===== src/rtl/chartx_pkg.sv =====
// Shared types and elaboration-time helpers for the FSK character transmitter.
// Holds the frame-state enum, the tone phase-increment calculation and the triangle shaper.
package chartx_pkg;

  typedef enum logic [2:0] {
    IDLE     = 3'd0,
    PREAMBLE = 3'd1,
    START    = 3'd2,
    DATA     = 3'd3,
    STOP     = 3'd4
  } chartx_state_e;

  // Rounded freq * 2^width / clk_freq, evaluated at elaboration.
  function automatic longint phase_inc(input longint freq, input longint clk_freq,
                                       input int width);
    return ((freq << width) + (clk_freq / 2)) / clk_freq;
  endfunction

  // Maps the top phase bits onto a symmetric triangle spanning -128..127.
  function automatic logic signed [7:0] tri_wave(input logic msb, input logic [6:0] u);
    logic [7:0] u2;
    logic [7:0] res;
    u2  = {u, 1'b0};
    res = msb ? (8'd127 - u2) : (8'h80 + u2);
    return signed'(res);
  endfunction

endpackage


===== src/rtl/fsk_nco.sv =====
// Two-tone phase accumulator with registered triangle output; one cycle from phase to sample.
// No backpressure; clears to phase 0 and output 0 whenever run is low.
module fsk_nco
  import chartx_pkg::*;
#(
  parameter int                 PHASE_W = 24,
  parameter logic [PHASE_W-1:0] INC0    = '0,
  parameter logic [PHASE_W-1:0] INC1    = '0
) (
  input  logic              clk,
  input  logic              rst,
  input  logic              run,
  input  logic              bit_sel,
  output logic signed [7:0] sample
);

  logic [PHASE_W-1:0] phase;
  logic [PHASE_W-1:0] step;

  assign step = bit_sel ? INC1 : INC0;

  // The sample reflects the phase before this edge's increment, so a fresh run starts at -128.
  always_ff @(posedge clk or posedge rst) begin
    if (rst) begin
      phase  <= '0;
      sample <= '0;
    end else if (!run) begin
      phase  <= '0;
      sample <= '0;
    end else begin
      sample <= tri_wave(phase[PHASE_W-1], phase[PHASE_W-2 -: 7]);
      phase  <= phase + step;
    end
  end

endmodule


===== src/rtl/char_fsk_tx.sv =====
// Frames an 8-bit character as preamble/start/data/stop and drives a continuous-phase FSK DAC stream.
// Accept-to-first-sample is one cycle; char_ready is low for the whole frame, so the sender is held off.
module char_fsk_tx
  import chartx_pkg::*;
#(
  parameter int SYS_CLK_FREQ = 1_600_000,
  parameter int SYMBOL_RATE  = 100,
  parameter int F0_FREQ      = 7_200,
  parameter int F1_FREQ      = 8_800,
  parameter int PREAMBLE_LEN = 8,
  parameter int PHASE_W      = 24
) (
  input  logic              clk,
  input  logic              rst,
  input  logic              en,
  input  logic [7:0]        char_in,
  input  logic              char_valid,
  output logic              char_ready,
  output logic signed [7:0] dac_out,
  output logic              tx_active,
  output logic              tx_bit
);

  localparam int CPS  = SYS_CLK_FREQ / SYMBOL_RATE;
  localparam int SCW  = (CPS > 1) ? $clog2(CPS) : 1;
  localparam int BMAX = (PREAMBLE_LEN > 8) ? PREAMBLE_LEN : 8;
  localparam int BCW  = $clog2(BMAX + 1);

  localparam logic [PHASE_W-1:0] INC0 =
    PHASE_W'(phase_inc(longint'(F0_FREQ), longint'(SYS_CLK_FREQ), PHASE_W));
  localparam logic [PHASE_W-1:0] INC1 =
    PHASE_W'(phase_inc(longint'(F1_FREQ), longint'(SYS_CLK_FREQ), PHASE_W));

  if (SYS_CLK_FREQ % SYMBOL_RATE != 0) begin : g_bad_rate
    $error("SYS_CLK_FREQ must be a multiple of SYMBOL_RATE");
  end
  if (CPS < 2) begin : g_bad_cps
    $error("a symbol must span at least two clocks");
  end
  if (PREAMBLE_LEN < 1) begin : g_bad_preamble
    $error("PREAMBLE_LEN must be at least 1");
  end
  if (PHASE_W < 8) begin : g_bad_phase_w
    $error("PHASE_W must be at least 8");
  end

  chartx_state_e  state, state_nxt;
  logic [SCW-1:0] sym_cnt, sym_nxt;
  logic [BCW-1:0] bit_cnt, bit_nxt;
  logic [7:0]     shreg, shreg_nxt;
  logic           bit_sel;
  logic           sym_wrap;
  logic           accept;
  logic           nco_run;

  assign char_ready = en && (state == IDLE) && !rst;
  assign accept     = char_valid && char_ready;
  assign sym_wrap   = (sym_cnt == SCW'(CPS - 1));
  assign tx_active  = (state != IDLE);

  always_comb begin
    state_nxt = state;
    sym_nxt   = sym_cnt;
    bit_nxt   = bit_cnt;
    shreg_nxt = shreg;
    if (state == IDLE) begin
      sym_nxt = '0;
      bit_nxt = '0;
      if (accept) begin
        state_nxt = PREAMBLE;
        shreg_nxt = char_in;
      end
    end else if (!sym_wrap) begin
      sym_nxt = sym_cnt + SCW'(1);
    end else begin
      sym_nxt = '0;
      case (state)
        PREAMBLE: begin
          if (bit_cnt == BCW'(PREAMBLE_LEN - 1)) begin
            state_nxt = START;
            bit_nxt   = '0;
          end else begin
            bit_nxt = bit_cnt + BCW'(1);
          end
        end
        START: begin
          state_nxt = DATA;
          bit_nxt   = '0;
        end
        DATA: begin
          shreg_nxt = {1'b0, shreg[7:1]};
          if (bit_cnt == BCW'(7)) begin
            state_nxt = STOP;
            bit_nxt   = '0;
          end else begin
            bit_nxt = bit_cnt + BCW'(1);
          end
        end
        STOP:    state_nxt = IDLE;
        default: state_nxt = IDLE;
      endcase
    end
  end

  // Bit of the symbol that will be on air after this edge; the NCO steps with it in lockstep.
  always_comb begin
    bit_sel = 1'b0;
    case (state_nxt)
      PREAMBLE: bit_sel = ~bit_nxt[0];
      START:    bit_sel = 1'b0;
      DATA:     bit_sel = shreg_nxt[0];
      STOP:     bit_sel = 1'b1;
      default:  bit_sel = 1'b0;
    endcase
  end

  assign nco_run = (state_nxt != IDLE);

  always_ff @(posedge clk or posedge rst) begin
    if (rst) begin
      state   <= IDLE;
      sym_cnt <= '0;
      bit_cnt <= '0;
      shreg   <= '0;
      tx_bit  <= 1'b0;
    end else begin
      state   <= state_nxt;
      sym_cnt <= sym_nxt;
      bit_cnt <= bit_nxt;
      shreg   <= shreg_nxt;
      tx_bit  <= bit_sel;
    end
  end

  fsk_nco #(
    .PHASE_W (PHASE_W),
    .INC0    (INC0),
    .INC1    (INC1)
  ) u_nco (
    .clk     (clk),
    .rst     (rst),
    .run     (nco_run),
    .bit_sel (bit_sel),
    .sample  (dac_out)
  );

endmodule


===== config.mk =====
export PLATFORM = sky130hd
export DESIGN_NAME = char_fsk_tx
export DESIGN_NICKNAME = d
export VERILOG_FILES = /design/src/rtl/chartx_pkg.sv /design/src/rtl/fsk_nco.sv /design/src/rtl/char_fsk_tx.sv
export SDC_FILE = /design/constraint.sdc
export NUM_CORES = 1
export LEC_CHECK = 0
export CAP_MARGIN = 20
export CORE_UTILIZATION = 60
export DETAILED_ROUTE_END_ITERATION = 6
export PLACE_DENSITY_LB_ADDON = 0.05
export SLEW_MARGIN = 15
export SYNTH_ARGS = -nofsm -noshare
export SYNTH_HDL_FRONTEND = slang
export SYNTH_HIERARCHICAL = 1
export SYNTH_SLANG_ARGS = --single-unit

===== constraint.sdc =====
create_clock -name clk -period 10.1 [get_ports clk]
set_input_delay 3.03 -clock clk [delete_from_list [all_inputs] [get_ports clk]]
set_output_delay 3.03 -clock clk [all_outputs]
set_load 0.03 [all_outputs]

==> impl_metrics.ini, run 1 <==
[clock_network]
root_buffer = clkbuf_8
cts.sinks = 62
htreeDepth = 3
clk_pin_slew_ns = 0.07
clock_latency_ns = 0.34
cts_resized = 0
cts_tree = yes
cts_buffers = 9
cts_buffer_depth = 2
cts_hold_buf = 0
post-cts-setup-buffers = 0

[logic_synthesis]
yosysTopAreaCell = dfrtp_1
ys.flop_type = dfrtp_1
synth-seq-cells = 62
ys_seq_area_share_pct = 45.3
ys_types = 62
syn-num-nets = 374
synth_area_leaders = dfrtp_1 (45%), nor2_1 (4.5%), xnor2_1 (4.3%)
postSynthCellCount = 351
yosys.area.top_type_share_pct = 45.3
yosys_warnings = 6
synth-edff-count = 0
ys_top_cells_by_count = dfrtp_1 (62), nor2_1 (41), nand2_1 (38)
synthesis.area_um2 = 3430
synth_area_per_cell_um2 = 9.77
synth_most_common_cell = dfrtp_1
async_flop_share_pct = 100

[setup_path]
worstPathRequired_ns = 7.07
crit_fanout = 32
worstSetupEndpointType = primary output
reg2regPathDepth = 13
crit_arrival_ns = 4.74
criticalPathCategory = input pin to primary output
critPathMaxStageDelay_ns = 0.66
cpMostUsedCell = clkdlybuf4s50_1
path_cells = clkdlybuf4s50_1, inv_1, buf_4, and3_1, clkdlybuf4s50_1
r2r_start = state[0]
crit_path_top_delay_cell = clkdlybuf4s50_1
ff2ff_setup_slack_ns = 5.31
critical-path-top-delay-family = buffers and inverters
timing.rr.end = u_nco/phase[12]
crit_buf_inv = 4
cp-start-kind = input pin

[timing]
setup_viol = 0
timing.slew.headroom_pct = 42.9
worst_pin_slew_ns = 0.834
finalClockSkew_ns = 0.00669
fmax_mhz = 129
period_needed_ns = 7.77
final_hold_viol_count = 0
fin_crit_sh_pct = 76.9
rsz0062_at_grt = no
layout_setup_ws_ns = 2.33
setup-tns-final_ns = 0
maxSlewViolCount = 0

[pwr]
leakage_nw = 1.72
powerDensity_nw_per_um2 = 121
power.total_mw = 0.472
vdd_drop_max_v = 0.0000809

[route]
avgRoutedWirePerCell_um = 14.8
postRouteAntennaNets = 0
vias = 2633
drt-total-wl_mm = 6.63
drt-initial-drc-count = 119
firstDrtPassIters = 4
viasPerCell = 5.86
drc = 0

[grt]
grt_use_total_pct = 24.6
grt_start_max_net_pins = 33
grt_pass1_vias = 2594
overflow = 0
grt_first_pass_wirelength_mm = 11.6
antenna_found_initial = 0

[die]
rows = 27
die_area_um2 = 6020
core_um2 = 5510
ios = 23
dieWidth_um = 77.6
die_h_um = 77.6
start_util_pct = 62.3

[cells_and_area]
num-nets-final = 396
utilization_pct = 70.7
drive_gt1_share_pct = 9.55
synthToLayoutAreaGrowth_pct = 13.5
diodes = 0
nFillCells = 428

[place]
place_hpwl_mm = 4.59
port_buffers = 22
gp_congestion = 0.824
post-place-ws_ns = 2.17

[run]
cap_violations = 0

[worst_hold_path]
min_from = shreg[0]
worstHoldEndpoint = shreg[0]
holdPathStages = 1
hp-class = register to register

[run_status]
status = completed
==> metrics by stage <==
stage,instance area (um^2),hold WS (ns),std cells
finish,3890,0.477,449
global route,3890,0.506,449
CTS,3890,0.482,449
detailed placement,3700,0.467,434
global placement,3700,0.460,434
floorplan,3430,0.444,351
==> registers in the layout, indices dropped and copies added, names as in the netlist <==
name and flops:
u_nco/sample 8, shreg 8, sym_cnt 14, u_nco/phase 24
tx_bit 1, bit_cnt 4, state 3
==> report_power, final <==
| part | switching, mW | total [mW] | internal [mW] |
|---|---|---|---|
| clock network | 0.0958 | 0.214 | 0.118 |
| logic | 0.00544 | 0.00974 | 0.00429 |
| registers | 0 | 0.248 | 0.248 |
==> cells by family after synthesis <==
| logic type | Yosys count | synth area share (%) |
|---|---|---|
| flops | 62 | 45.3 |
| simple gates | 142 | 21.9 |
| mux | 10 | 2.96 |
| buf+inv | 29 | 3.21 |
| compound gates | 72 | 16.1 |
| xor+xnor | 25 | 6.39 |
| fa+ha+maj | 11 | 4.23 |
==> metal layers <==
metal	part of all wire [%]	vias up	GRT usage (%)
li1	-	1289	-
met1	47	1294	30.7
met2	49	35	41.4
met3	2.5	15	4.12
met4	2.2	0	12.3
met5	0	-	0
==> cell usage in the layout, fill, tap and decap left out, drive strengths merged, types with 9 or more instances in the layout <==
cell type,n
a21oi,16
clkbuf,11
clkdlybuf4s50,22
dfrtp,62
ha,10
inv,16
mux2i,9
nand2,38
nand3,11
nor2,41
o21ai,14
xnor2,17
==> layout make-up <==
cell class              count  area (um^2)  area share (%)
multi-input cells         260         1770            45.4
flip-flops and latches     62         1550            39.9
repair buffers             24          235            6.04
clock buffers              11          141            3.63
well taps                  72         90.1            2.31
inverters                  16         60.1            1.54
clock inverters             4         47.5            1.22
==> how the worst max path moves through the flow <==
stage          from               to  slack [ns]  cells past startpoint
6_report        rst       char_ready        2.33                      5
5_1_grt         rst  u_nco/phase[12]        2.06                     15
4_1_cts         rst       char_ready        2.29                      5
3_5_place_dp    rst  u_nco/phase[12]        2.17                     15
3_3_place_gp    rst       char_ready        2.32                      5
2_1_floorplan   rst       char_ready        2.93                      2
No activity file was read; power rests on OpenSTA's default activity.
==> run 2: changes to the inputs <==
--- a/config.mk
+++ b/config.mk
@@ -6,7 +6,7 @@
 export NUM_CORES = 1
 export LEC_CHECK = 0
 export CAP_MARGIN = 20
-export CORE_UTILIZATION = 60
+export CORE_UTILIZATION = 53
 export DETAILED_ROUTE_END_ITERATION = 6
 export PLACE_DENSITY_LB_ADDON = 0.05
 export SLEW_MARGIN = 15
==> constraint.sdc (replaced) <==
create_clock -name clk -period 6.89 [get_ports clk]
set_input_delay 2.067 -clock clk [delete_from_list [all_inputs] [get_ports clk]]
set_output_delay 2.067 -clock clk [all_outputs]
set_load 0.03 [all_outputs]
==> run 2 against run 1 <==
First-iteration DRC count is 7.6% lower. Global-route usage shrank 2.8 points. Sequential cell count is the same.
==> impl_metrics.ini, run 2 (synthesis results as in run 1) <==
[clock_network]
clock_latency_ns = 0.34
cts_resized = 0
cts_buffers = 9
cts.sinks = 62
htreeDepth = 3
cts_buffer_depth = 2
post-cts-setup-buffers = 0
clk_pin_slew_ns = 0.07
cts_hold_buf = 0
cts_tree = yes
root_buffer = clkbuf_8

[die]
ios = 23
start_util_pct = 56.2
die_area_um2 = 6790
core_um2 = 6100
dieWidth_um = 82.4
rows = 28
die_h_um = 82.4

[cells_and_area]
synthToLayoutAreaGrowth_pct = 14.1
mostFrequentLayoutCells = dfrtp_1 (62), nor2_1 (41), nand2_1 (38)
layout_commonest_cell = dfrtp_1
diodes = 0
num-nets-final = 398
drive_gt1_share_pct = 10.3
reg_top3 = u_nco/phase (24), sym_cnt (14)
regMostFlops = u_nco/phase
largest_reg_flops = 24

[timing]
fin_crit_sh_pct = 84.8
rsz0062_at_grt = no
maxSlewViolCount = 0
timing.slew.headroom_pct = 42.7
whs_ns = 0.478
fmax_mhz = 171
final_hold_viol_count = 0
setup_viol = 0
worst_pin_slew_ns = 0.852
setup-tns-final_ns = 0
period_needed_ns = 5.85
finalClockSkew_ns = 0.00500
layout_setup_ws_ns = 1.04

[run_status]
status = completed

[pwr]
leakage_nw = 1.72
vdd_drop_max_v = 0.000112
powerDensity_nw_per_um2 = 176

[setup_path]
crit_path_top_delay_cell = clkdlybuf4s50_1
worstSetupEndpointType = primary output
reg2regPathDepth = 15
cpMostUsedCell = clkdlybuf4s50_1
r2r_start = sym_cnt[0]
crit_fanout = 31
crit_arrival_ns = 3.78
ff2ff_setup_slack_ns = 2.52
cp-start-kind = input pin
timing.rr.end = u_nco/phase[22]
critPathMaxStageDelay_ns = 0.66
timing.critical_path.from = rst
path_cells = clkdlybuf4s50_1, inv_1, buf_4, and3_1, clkdlybuf4s50_1
endpoint = char_ready
criticalPathCategory = input pin to primary output
worstPathRequired_ns = 4.82

[run]
cap_violations = 0

[grt]
grt_first_pass_wirelength_mm = 10.9
grt_use_total_pct = 21.8
grt_pass1_vias = 2467
grt_start_max_net_pins = 33
antenna_found_initial = 0
overflow = 0

[place]
post-place-ws_ns = 0.895
port_buffers = 22
gp_congestion = 0.928
place_hpwl_mm = 4.64

[route]
vias = 2607
firstDrtPassIters = 4
postRouteAntennaNets = 0
avgRoutedWirePerCell_um = 14.5
drc = 0
viasPerCell = 5.73
drt-initial-drc-count = 110
drt-total-wl_mm = 6.60

[worst_hold_path]
hp-class = register to register
run 2: changes by cell type in the layout (fill, tap and decap cells not counted):
| cell | before | now |
|---|---|---|
| clkbuf_8 | 10 | 9 |
| clkinvlp_4 | 1 | 3 |
| buf_4 | 2 | 4 |
run 2: worst min path at each step:
stage / cells past startpoint / to / from / slack [ns]
2_1_floorplan: 1 / bit_cnt[3] / bit_cnt[3] / 0.44
3_3_place_gp: 2 / shreg[3] / shreg[3] / 0.46
3_5_place_dp: 2 / shreg[1] / shreg[1] / 0.46
4_1_cts: 2 / shreg[1] / shreg[1] / 0.48
5_1_grt: 1 / bit_cnt[3] / bit_cnt[3] / 0.51
6_report: 2 / shreg[1] / shreg[1] / 0.48
run 2: power breakdown:
part / leakage (nW) / internal, mW / switching, mW
clock: 0.0883 / 0.166 / 0.145
combinational: 0.876 / 0.00629 / 0.00796
sequential: 0.759 / 0.364 / 0
run 2: layout make-up:
class | count | area, um^2
flip-flops and latches | 62 | 1550
inverters | 16 | 60.1
clock buffers | 10 | 128
clock inverters | 6 | 62.6
fillers | 484 | 2180
well taps | 75 | 93.8
repair buffers | 26 | 250
multi-input cells | 260 | 1770
run 2: metal layers:
metal / part of all wire (%) / track usage (%) / wire length, um
met3: 2.7 / 5.71 / 180
met4: 2.0 / 9.12 / 131
met5: 0 / 0 / 0
met2: 48 / 37.2 / 3150
met1: 48 / 26.0 / 3140
run 2: stage by stage:
step / instances / area, um^2 / utilization (%) / power (mW)
floorplan: 351 / 3430 / - / 0.376
global placement: 439 / 3720 / 61.1 / 0.386
detailed placement: 439 / 3720 / 61.1 / 0.386
CTS: 455 / 3910 / 64.2 / 0.696
global route: 455 / 3910 / 64.2 / 0.714
finish: 455 / 3910 / 64.2 / 0.689
run 2: worst max-delay path: cells and delay by family:
family | cells | cell delay, ns
buf+inv | 4 | 1.50
simple gates | 1 | 0.21
